File: config.mk
export PLATFORM = sky130hd
export DESIGN_NAME = comparator_pipe
export DESIGN_NICKNAME = d
export VERILOG_FILES = /design/src/rtl/comparator_pipe.sv
export SDC_FILE = /design/constraint.sdc
export NUM_CORES = 1
export LEC_CHECK = 0
export ABC_AREA = 0
export CORE_MARGIN = 8
export CORE_UTILIZATION = 45
export DETAILED_ROUTE_END_ITERATION = 12
export GPL_TIMING_DRIVEN = 0
export MAX_ROUTING_LAYER = met4
export PLACE_DENSITY = 0.74
export SLEW_MARGIN = 20
export SYNTH_ARGS = -nofsm -noshare
export SYNTH_HDL_FRONTEND = slang
export SYNTH_SLANG_ARGS = --single-unit
File: constraint.sdc
create_clock -name clk -period 4.5 [get_ports clk]
set_input_delay 1.125 -clock clk [delete_from_list [all_inputs] [get_ports clk]]
set_output_delay 1.125 -clock clk [all_outputs]
set_load 0.02 [all_outputs]
File: src/rtl/comparator_pipe.sv
// Two-stage valid/ready magnitude comparator with per-pair signed/unsigned mode.
// Optional result statistics counters are built when CMP_STATS_EN is defined.
module comparator_pipe #(
    parameter int unsigned WIDTH = 8,
    parameter int unsigned CNT_W = 16
) (
    input  logic             clk,
    input  logic             rst,
    input  logic             in_valid,
    output logic             in_ready,
    input  logic [WIDTH-1:0] a,
    input  logic [WIDTH-1:0] b,
    input  logic             signed_mode,
    output logic             out_valid,
    input  logic             out_ready,
    output logic             a_gt_b,
    output logic             a_eq_b,
    output logic             a_lt_b
`ifdef CMP_STATS_EN
    ,
    input  logic             stats_clr,
    output logic [CNT_W-1:0] gt_cnt,
    output logic [CNT_W-1:0] eq_cnt,
    output logic [CNT_W-1:0] lt_cnt
`endif
);

    logic             s1_valid_q;
    logic [WIDTH-1:0] s1_a_q;
    logic [WIDTH-1:0] s1_b_q;
    logic             s1_signed_q;

    logic             s2_valid_q;
    logic             gt_q;
    logic             eq_q;
    logic             lt_q;

    logic             s2_adv;
    logic             s1_adv;
    logic [WIDTH-1:0] a_key;
    logic [WIDTH-1:0] b_key;
    logic             cmp_gt;
    logic             cmp_eq;
    logic             cmp_lt;

    assign s2_adv   = !s2_valid_q || out_ready;
    assign s1_adv   = !s1_valid_q || s2_adv;
    assign in_ready = !rst && s1_adv;

    // Flipping the sign bit maps two's-complement order onto unsigned order.
    always_comb begin
        a_key            = s1_a_q;
        b_key            = s1_b_q;
        a_key[WIDTH-1]   = s1_a_q[WIDTH-1] ^ s1_signed_q;
        b_key[WIDTH-1]   = s1_b_q[WIDTH-1] ^ s1_signed_q;
        cmp_gt           = a_key > b_key;
        cmp_eq           = a_key == b_key;
        cmp_lt           = a_key < b_key;
    end

    always_ff @(posedge clk) begin
        if (rst) begin
            s1_valid_q  <= 1'b0;
            s1_a_q      <= '0;
            s1_b_q      <= '0;
            s1_signed_q <= 1'b0;
            s2_valid_q  <= 1'b0;
            gt_q        <= 1'b0;
            eq_q        <= 1'b0;
            lt_q        <= 1'b0;
        end else begin
            if (s1_adv) begin
                s1_valid_q <= in_valid;
                if (in_valid) begin
                    s1_a_q      <= a;
                    s1_b_q      <= b;
                    s1_signed_q <= signed_mode;
                end
            end
            if (s2_adv) begin
                s2_valid_q <= s1_valid_q;
                gt_q       <= s1_valid_q && cmp_gt;
                eq_q       <= s1_valid_q && cmp_eq;
                lt_q       <= s1_valid_q && cmp_lt;
            end
        end
    end

    assign out_valid = s2_valid_q;
    assign a_gt_b    = gt_q;
    assign a_eq_b    = eq_q;
    assign a_lt_b    = lt_q;

`ifdef CMP_STATS_EN
    localparam logic [CNT_W-1:0] CntMax = '1;
    localparam logic [CNT_W-1:0] CntOne = {{(CNT_W-1){1'b0}}, 1'b1};

    logic out_hs;
    assign out_hs = s2_valid_q && out_ready;

    // Clear wins over a same-cycle increment; counters stick at all-ones.
    always_ff @(posedge clk) begin
        if (rst || stats_clr) begin
            gt_cnt <= '0;
            eq_cnt <= '0;
            lt_cnt <= '0;
        end else if (out_hs) begin
            if (gt_q && gt_cnt != CntMax) gt_cnt <= gt_cnt + CntOne;
            if (eq_q && eq_cnt != CntMax) eq_cnt <= eq_cnt + CntOne;
            if (lt_q && lt_cnt != CntMax) lt_cnt <= lt_cnt + CntOne;
        end
    end
`endif

endmodule
# [Yosys cells after proc, flatten, opt, wreduce, memory -nomap -nowiden]
# Index checks and enable logic that the tools add are counted.
[totals] regBits=22 inputBits=21 output_inout_bits=5
[op_classes] eq_ne=1 order_cmp=2 n_reduce_logical=10 bitwise=2
[op_table] operator="$eq A8 B8 Y1" n=1
[op_table] operator="$gt A8 B8 Y1" n=1
[op_table] operator="$lt A8 B8 Y1" n=1
[op_table] operator="$logic_and A1 B1 Y1" n=4
[op_table] operator="$logic_not A1 Y1" n=3
[op_table] operator="$logic_or A1 B1 Y1" n=2
[op_table] operator="$reduce_and A2 Y1" n=1
[op_table] operator="$xor A1 B1 Y1" n=2

# [Depth between registers and ports, before layout]
# Gate-level depths: netlist of the first run.
[depth] ltp_word=4 depth_mapped=6

# [Least setup slack after synthesis of the first run]
# OpenSTA, ideal clock, no wires.
[synth_timing] path_type="input-to-output" from="input out_ready" to="output in_ready" setup_slack_ns=1.689 arrival_ns=1.686 n_path_buf=1 cell_stages=3 path_cell_list="nor2b_1 -> clkbuf_2 -> a21oi_1"
[synth_via] elab_chain_cells=3
[synth_rtl] item="start, declared" line="15" text="input logic out_ready,"
[synth_rtl] item="$logic_or A1 B1 Y1" line="46" text="assign s2_adv = !s2_valid_q || out_ready;"
[synth_rtl] item="$logic_or A1 B1 Y1" line="47" text="assign s1_adv = !s1_valid_q || s2_adv;"
[synth_rtl] item="$logic_and A1 B1 Y1" line="48" text="assign in_ready = !rst && s1_adv;"
[synth_rtl] item="end, declared" line="10" text="output logic in_ready,"
# Every way passes these cells.

# [Worst setup path after layout of the first run]
[layout_timing] from="input rst" to="output in_ready"
[layout_via] elab_chain_cells=2
[layout_rtl] item="start, declared" line="8" text="input logic rst,"
[layout_rtl] item="$logic_not A1 Y1" line="48"
[layout_rtl] item="$logic_and A1 B1 Y1" line="48"
# Every way passes these cells.

==> results of run 1 <==
==> synth_stat cells (2+ instances only) <==
cell type / number / share of area [%]
nand3_1: 4 / 2.0
dfxtp_1: 22 / 43
a21oi_1: 22 / 11
nor2_1: 3 / 1.1
nand2_1: 37 / 14
nor2b_1: 2 / 1.2
clkbuf_1: 2 / 0.74
inv_1: 8 / 3.0
ha_1: 8 / 9.9
==> per-layer routing <==
| layer | track usage (%) | vias to the layer above | share of wire, % |
|---|---|---|---|
| met5 | - | - | 0 |
| met4 | 5.29 | 0 | 1.9 |
| met3 | 3.00 | 4 | 4.8 |
| met2 | 18.9 | 30 | 47 |
| met1 | 12.9 | 398 | 46 |
| li1 | - | 482 | - |
==> worst paths after layout <==
| check | depth (start not counted) | endpoint | start |
|---|---|---|---|
| setup reg to reg | 6 | a_eq_b$_SDFFE_PP0P_ | s1_signed_q$_SDFFE_PP0P_ |
| hold / removal | 2 | a_eq_b$_SDFFE_PP0P_ | a_eq_b$_SDFFE_PP0P_ |
| hold reg to reg | 2 | a_eq_b$_SDFFE_PP0P_ | a_eq_b$_SDFFE_PP0P_ |
| setup / recovery | 4 | in_ready | rst |
==> critical path, cell delays in order <==
cell and delay [ns]:
clkdlybuf4s50_1 0.57, clkbuf_1 0.41, a21oi_1 0.09, clkdlybuf4s50_1 0.56
==> report_power, final <==
group,switching [uW],internal [uW]
Clock,60.6,90.1
Combinational,36.7,41.3
Sequential,6.99,206
==> metrics by stage <==
stage          worst slack [ns]  hold WS, ns  std cells  area, um2
2_1_floorplan              1.69        0.435        127       1010
3_3_place_gp              0.629        0.443        180       1300
3_5_place_dp              0.634        0.447        180       1300
4_1_cts                   0.628        0.461        184       1350
5_1_grt                   0.584        0.477        184       1350
6_report                  0.627        0.456        184       1350
==> cell usage in the layout (no fill, tap or decap) <==
master | Yosys | routed
nor2b_1 | 2 | 2
xnor2_1 | 1 | 1
buf_4 | 1 | 1
nand2b_1 | 1 | 1
o21ai_0 | 1 | 1
o21bai_1 | 1 | 1
nand2_1 | 37 | 37
clkdlybuf4s50_1 | 0 | 25
ha_1 | 8 | 8
buf_2 | 1 | 1
nand3_1 | 4 | 4
nor4_1 | 1 | 1
inv_1 | 8 | 8
a211oi_1 | 1 | 1
and3_1 | 1 | 1
dfxtp_1 | 22 | 22
nor2_1 | 3 | 3
clkbuf_2 | 1 | 1
or3_1 | 1 | 1
a21boi_2 | 1 | 1
bufinv_16 | 0 | 1
a41oi_1 | 1 | 1
xor2_1 | 1 | 1
clkbuf_1 | 2 | 2
o21ai_2 | 1 | 1
or3_4 | 1 | 1
inv_2 | 1 | 1
a21oi_1 | 22 | 22
a32o_1 | 1 | 1
a211o_2 | 1 | 1
clkbuf_4 | 0 | 3
==> state kept, by name, indices dropped and copies added, names as in the netlist <==
| register | count |
|---|---|
| s1_valid_q | 1 |
| a_lt_b | 1 |
| s1_b_q | 8 |
| a_gt_b | 1 |
| s1_a_q | 8 |
| s1_signed_q | 1 |
| a_eq_b | 1 |
| out_valid | 1 |
==> layout make-up <==
cell class / count / area [um2]
Fill cell: 202 / 817
Sequential cell: 22 / 440
Multi-Input combinational cell: 91 / 515
Clock inverter: 1 / 30.0
Tap cell: 28 / 35.0
Timing Repair Buffer: 25 / 250
Buffer: 5 / 25.0
Clock buffer: 3 / 22.5
Inverter: 9 / 33.8
==> cell families (layout without fill, tap and decap cells) <==
group                      count (synthesis)  after routing  share of synthesized area (%)
AOI/OAI and AO/OA                         30             30                           17.6
buffers and inverters                     14             43                           5.79
and+or+nand+nor                           51             51                           21.6
DFF                                       22             22                           43.4
adders and majority gates                  8              8                           9.86
xor gates and xnor gates                   2              2                           1.73
==> out/qor.csv, run 1 <==
metric,value,unit
run status,finished clean,
row count,17,
Synth Instances,127,
WP data arrival,2.75,ns
Power Density,326,nW/um2
nets@finish,186,
Setup TNS Final,0,ns
Die H,63.5,um
Clock Skews,0.00190,ns
Hold Path Class,register to register,
Initial Util,46.8,%
Rel. slew slack,68.8,%
CTS Buffer Depth,2,
antenna-violating nets left,0,
final hold vios,0,
post-CTS setup buffer count,0,
post-layout util,62.3,%
post_cts resized,0,
ant diodes,0,
register area share after synthesis,43.4,%
synthesized net count,156,
Overall Global Routing Usage,11.6,%
Post-route DRC,0,
cts hold-fix bufs,0,
crit path kind,input pin to output pin,
synth warn,0,
PortBufs,25,
Critical Path Start Type,input pin,
core footprint,2170,um2
count of pins over their slew limit,0,
# clock sinks,22,
H-Tree Depth,1,
number of global-route vias before repair,933,
CP Capture Type,output pin,
Worst Path Required,3.38,ns
fin crit period,3.87,ns
CTS tree,yes,
final setup violation count,0,
"Top FF cell, synth",dfxtp_1,
drt total wl,2.16,mm
FF-to-FF setup slack,2.64,ns
Ports,26,
clk slew on worst S/H paths,0.12,ns
global-route wire length before repair,3.82,mm
initial antenna violation count,0,
synthesized area,1010,um2
placed wire-length estimate,1.69,mm
area delta synth->final,33.3,%
1st-iter DRT viols,31,
share of layout cells above drive strength 1,7.69,%
DR pass1 iterations,4,
synth unique cells,28,
RD Place Congestion,0.738,
slew of the pin with the lowest slew margin,0.468,ns
die span in x,63.5,um
CTS buffer count,3,
Overflow after GRT,0,
Crit Path Max Fanout,10,
"FF+latch count, synth",22,
Final period util,86.1,%
overall power,441,uW
via count,914,
drt wl/cell,11.8,um
RSZ-0062 raised after global routing,false,
Max Cap Viol,0,
Die ar.,4030,um2
Clk Tree Root Cell,clkbuf_4,
via/cell ratio,4.97,
syn_area_per_cell,7.99,um2
asr flop ratio synth,0,%
Post-synth EDFFs,0,
leakage power,0.000547,uW
maximum VDD drop,0.216,mV
clock latency on the worst-skew pair,0.31,ns
FMAX,258,MHz
largest net degree at the start of global routing,14,
No activity file was read; power rests on OpenSTA's default activity.
==> run 2: changes to the inputs <==
--- a/config.mk
+++ b/config.mk
@@ -5,7 +5,6 @@
 export SDC_FILE = /design/constraint.sdc
 export NUM_CORES = 1
 export LEC_CHECK = 0
-export ABC_AREA = 0
 export CORE_MARGIN = 8
 export CORE_UTILIZATION = 45
 export DETAILED_ROUTE_END_ITERATION = 12
==> results of run 2 <==
The final DEF is identical to that of run 1; final timing and power are the same.
==> run 3: changes to the inputs <==
--- a/config.mk
+++ b/config.mk
@@ -9,7 +9,6 @@
 export CORE_UTILIZATION = 45
 export DETAILED_ROUTE_END_ITERATION = 12
 export GPL_TIMING_DRIVEN = 0
-export MAX_ROUTING_LAYER = met4
 export PLACE_DENSITY = 0.74
 export SLEW_MARGIN = 20
 export SYNTH_ARGS = -nofsm -noshare
==> out/qor.csv, run 3 (synthesis results as in run 1) <==
metric,value,unit,change
run status,finished clean,,
Clock Skews,0.00114,ns,-0.000758 ns
RD Place Congestion,0.730,,-1.2%
area delta synth->final,33.3,%,unchanged
post-route design area,1350,um2,unchanged
area of the multi-input gates,515,um2,unchanged
Overall Global Routing Usage,11.3,%,-0.30 points
fin crit period,3.88,ns,+0.0102 ns
register area,440,um2,unchanged
leakage power,0.000547,uW,unchanged
nets@finish,186,,unchanged
CTS Buffer Depth,2,,unchanged
global-route wire length before repair,3.82,mm,+0.18%
Die ar.,4030,um2,unchanged
share of layout cells above drive strength 1,7.69,%,unchanged
post-CTS setup buffer count,0,,unchanged
ant diodes,0,,unchanged
# clock sinks,22,,unchanged
Post-route DRC,0,,unchanged
Power Density,327,nW/um2,+0.32%
RSZ-0062 raised after global routing,false,,
via count,920,,+0.66%
CP Capture Type,output pin,,
WP data arrival,2.76,ns,about the same
Die H,63.5,um,unchanged
Setup TNS Final,0,ns,unchanged
Critical Path Start Type,input pin,,
placed wire-length estimate,1.69,mm,unchanged
biggest registers after layout,"s1_a_q (8), s1_b_q (8)",,
initial antenna violation count,0,,unchanged
Initial Util,46.8,%,unchanged
Ports,26,,unchanged
core footprint,2170,um2,unchanged
crit path kind,input pin to output pin,,
count of pins over their slew limit,0,,unchanged
Worst Path Required,3.38,ns,about the same
final setup violation count,0,,unchanged
H-Tree Depth,1,,unchanged
drt total wl,2.17,mm,+0.19%
fill count,202,,unchanged
Rel. slew slack,68.4,%,-0.36 points
clock latency on the worst-skew pair,0.31,ns,about the same
largest net degree at the start of global routing,14,,unchanged
Final period util,86.3,%,+0.23 points
Max Cap Viol,0,,unchanged
die span in x,63.5,um,unchanged
number of global-route vias before repair,932,,-0.11%
PortBufs,25,,unchanged
Overflow after GRT,0,,unchanged
final hold vios,0,,unchanged
Hold Path Class,register to register,,
post_cts resized,0,,unchanged
maximum VDD drop,0.217,mV,about the same
cts hold-fix bufs,0,,unchanged
via/cell ratio,5.00,,+0.66%
DR pass1 iterations,5,,+1
CTS buffer count,3,,unchanged
clk slew on worst S/H paths,0.12,ns,about the same
row count,17,,unchanged
CTS tree,yes,,
"most common cell after layout, fill and taps aside",nand2_1,,
Clk Tree Root Cell,clkbuf_4,,
Post-Place Cell Area,1300,um2,unchanged
antenna-violating nets left,0,,unchanged
"commonest non-fill, non-tap cells in the layout","nand2_1 (37), clkdlybuf4s50_1 (25), a21oi_1 (22), dfxtp_1 (22)",,
drt wl/cell,11.8,um,+0.19%
1st-iter DRT viols,34,,+9.7%
slew of the pin with the lowest slew margin,0.473,ns,+0.00541 ns
post-layout util,62.3,%,unchanged
Crit Path Max Fanout,10,,unchanged
FMAX,258,MHz,-0.26%
==> run 3: worst paths after layout <==
kind | from | end | slack, ns | cells after the start
max | rst | in_ready | 0.62 | 4
min | a_eq_b$_SDFFE_PP0P_ | a_eq_b$_SDFFE_PP0P_ | 0.46 | 2
max reg2reg | s1_signed_q$_SDFFE_PP0P_ | a_eq_b$_SDFFE_PP0P_ | 2.64 | 6
min reg2reg | a_eq_b$_SDFFE_PP0P_ | a_eq_b$_SDFFE_PP0P_ | 0.46 | 2
==> run 3: final cells by class <==
class	instances	area share, %
flip-flops and latches	22	32.6
clock buffers	3	1.67
well taps	28	2.59
multi-input cells	91	38.1
plain buffers	5	1.85
repair buffers	25	18.5
inverters	9	2.50
clock inverters	1	2.22
==> run 3: metrics by stage <==
stage | hold slack [ns] | setup WS, ns | power [uW] | instances
floorplan | 0.435 | 1.69 | 262 | 127
global placement | 0.443 | 0.629 | 294 | 180
detailed placement | 0.447 | 0.634 | 295 | 180
CTS | 0.461 | 0.628 | 448 | 184
global route | 0.477 | 0.584 | 467 | 184
finish | 0.457 | 0.617 | 443 | 184
==> run 3: layer usage <==
| metal | vias to the layer above | track usage [%] | routed length, um |
|---|---|---|---|
| li1 | 483 | - | - |
| met1 | 398 | 12.6 | 985 |
| met2 | 35 | 18.9 | 1010 |
| met3 | 4 | 3.53 | 130 |
| met4 | 0 | 5.29 | 42 |
| met5 | - | 0 | 0 |
==> run 3: where the power goes <==
group          switching, uW  internal [uW]
logic                   36.7           41.3
registers               6.95            206
clock network           62.0           90.1
total                    106            337
==> run 3: worst max-delay path, stage by stage <==
cell and delay, ns:
clkdlybuf4s50_1 0.57, clkbuf_1 0.41, a21oi_1 0.09, clkdlybuf4s50_1 0.56
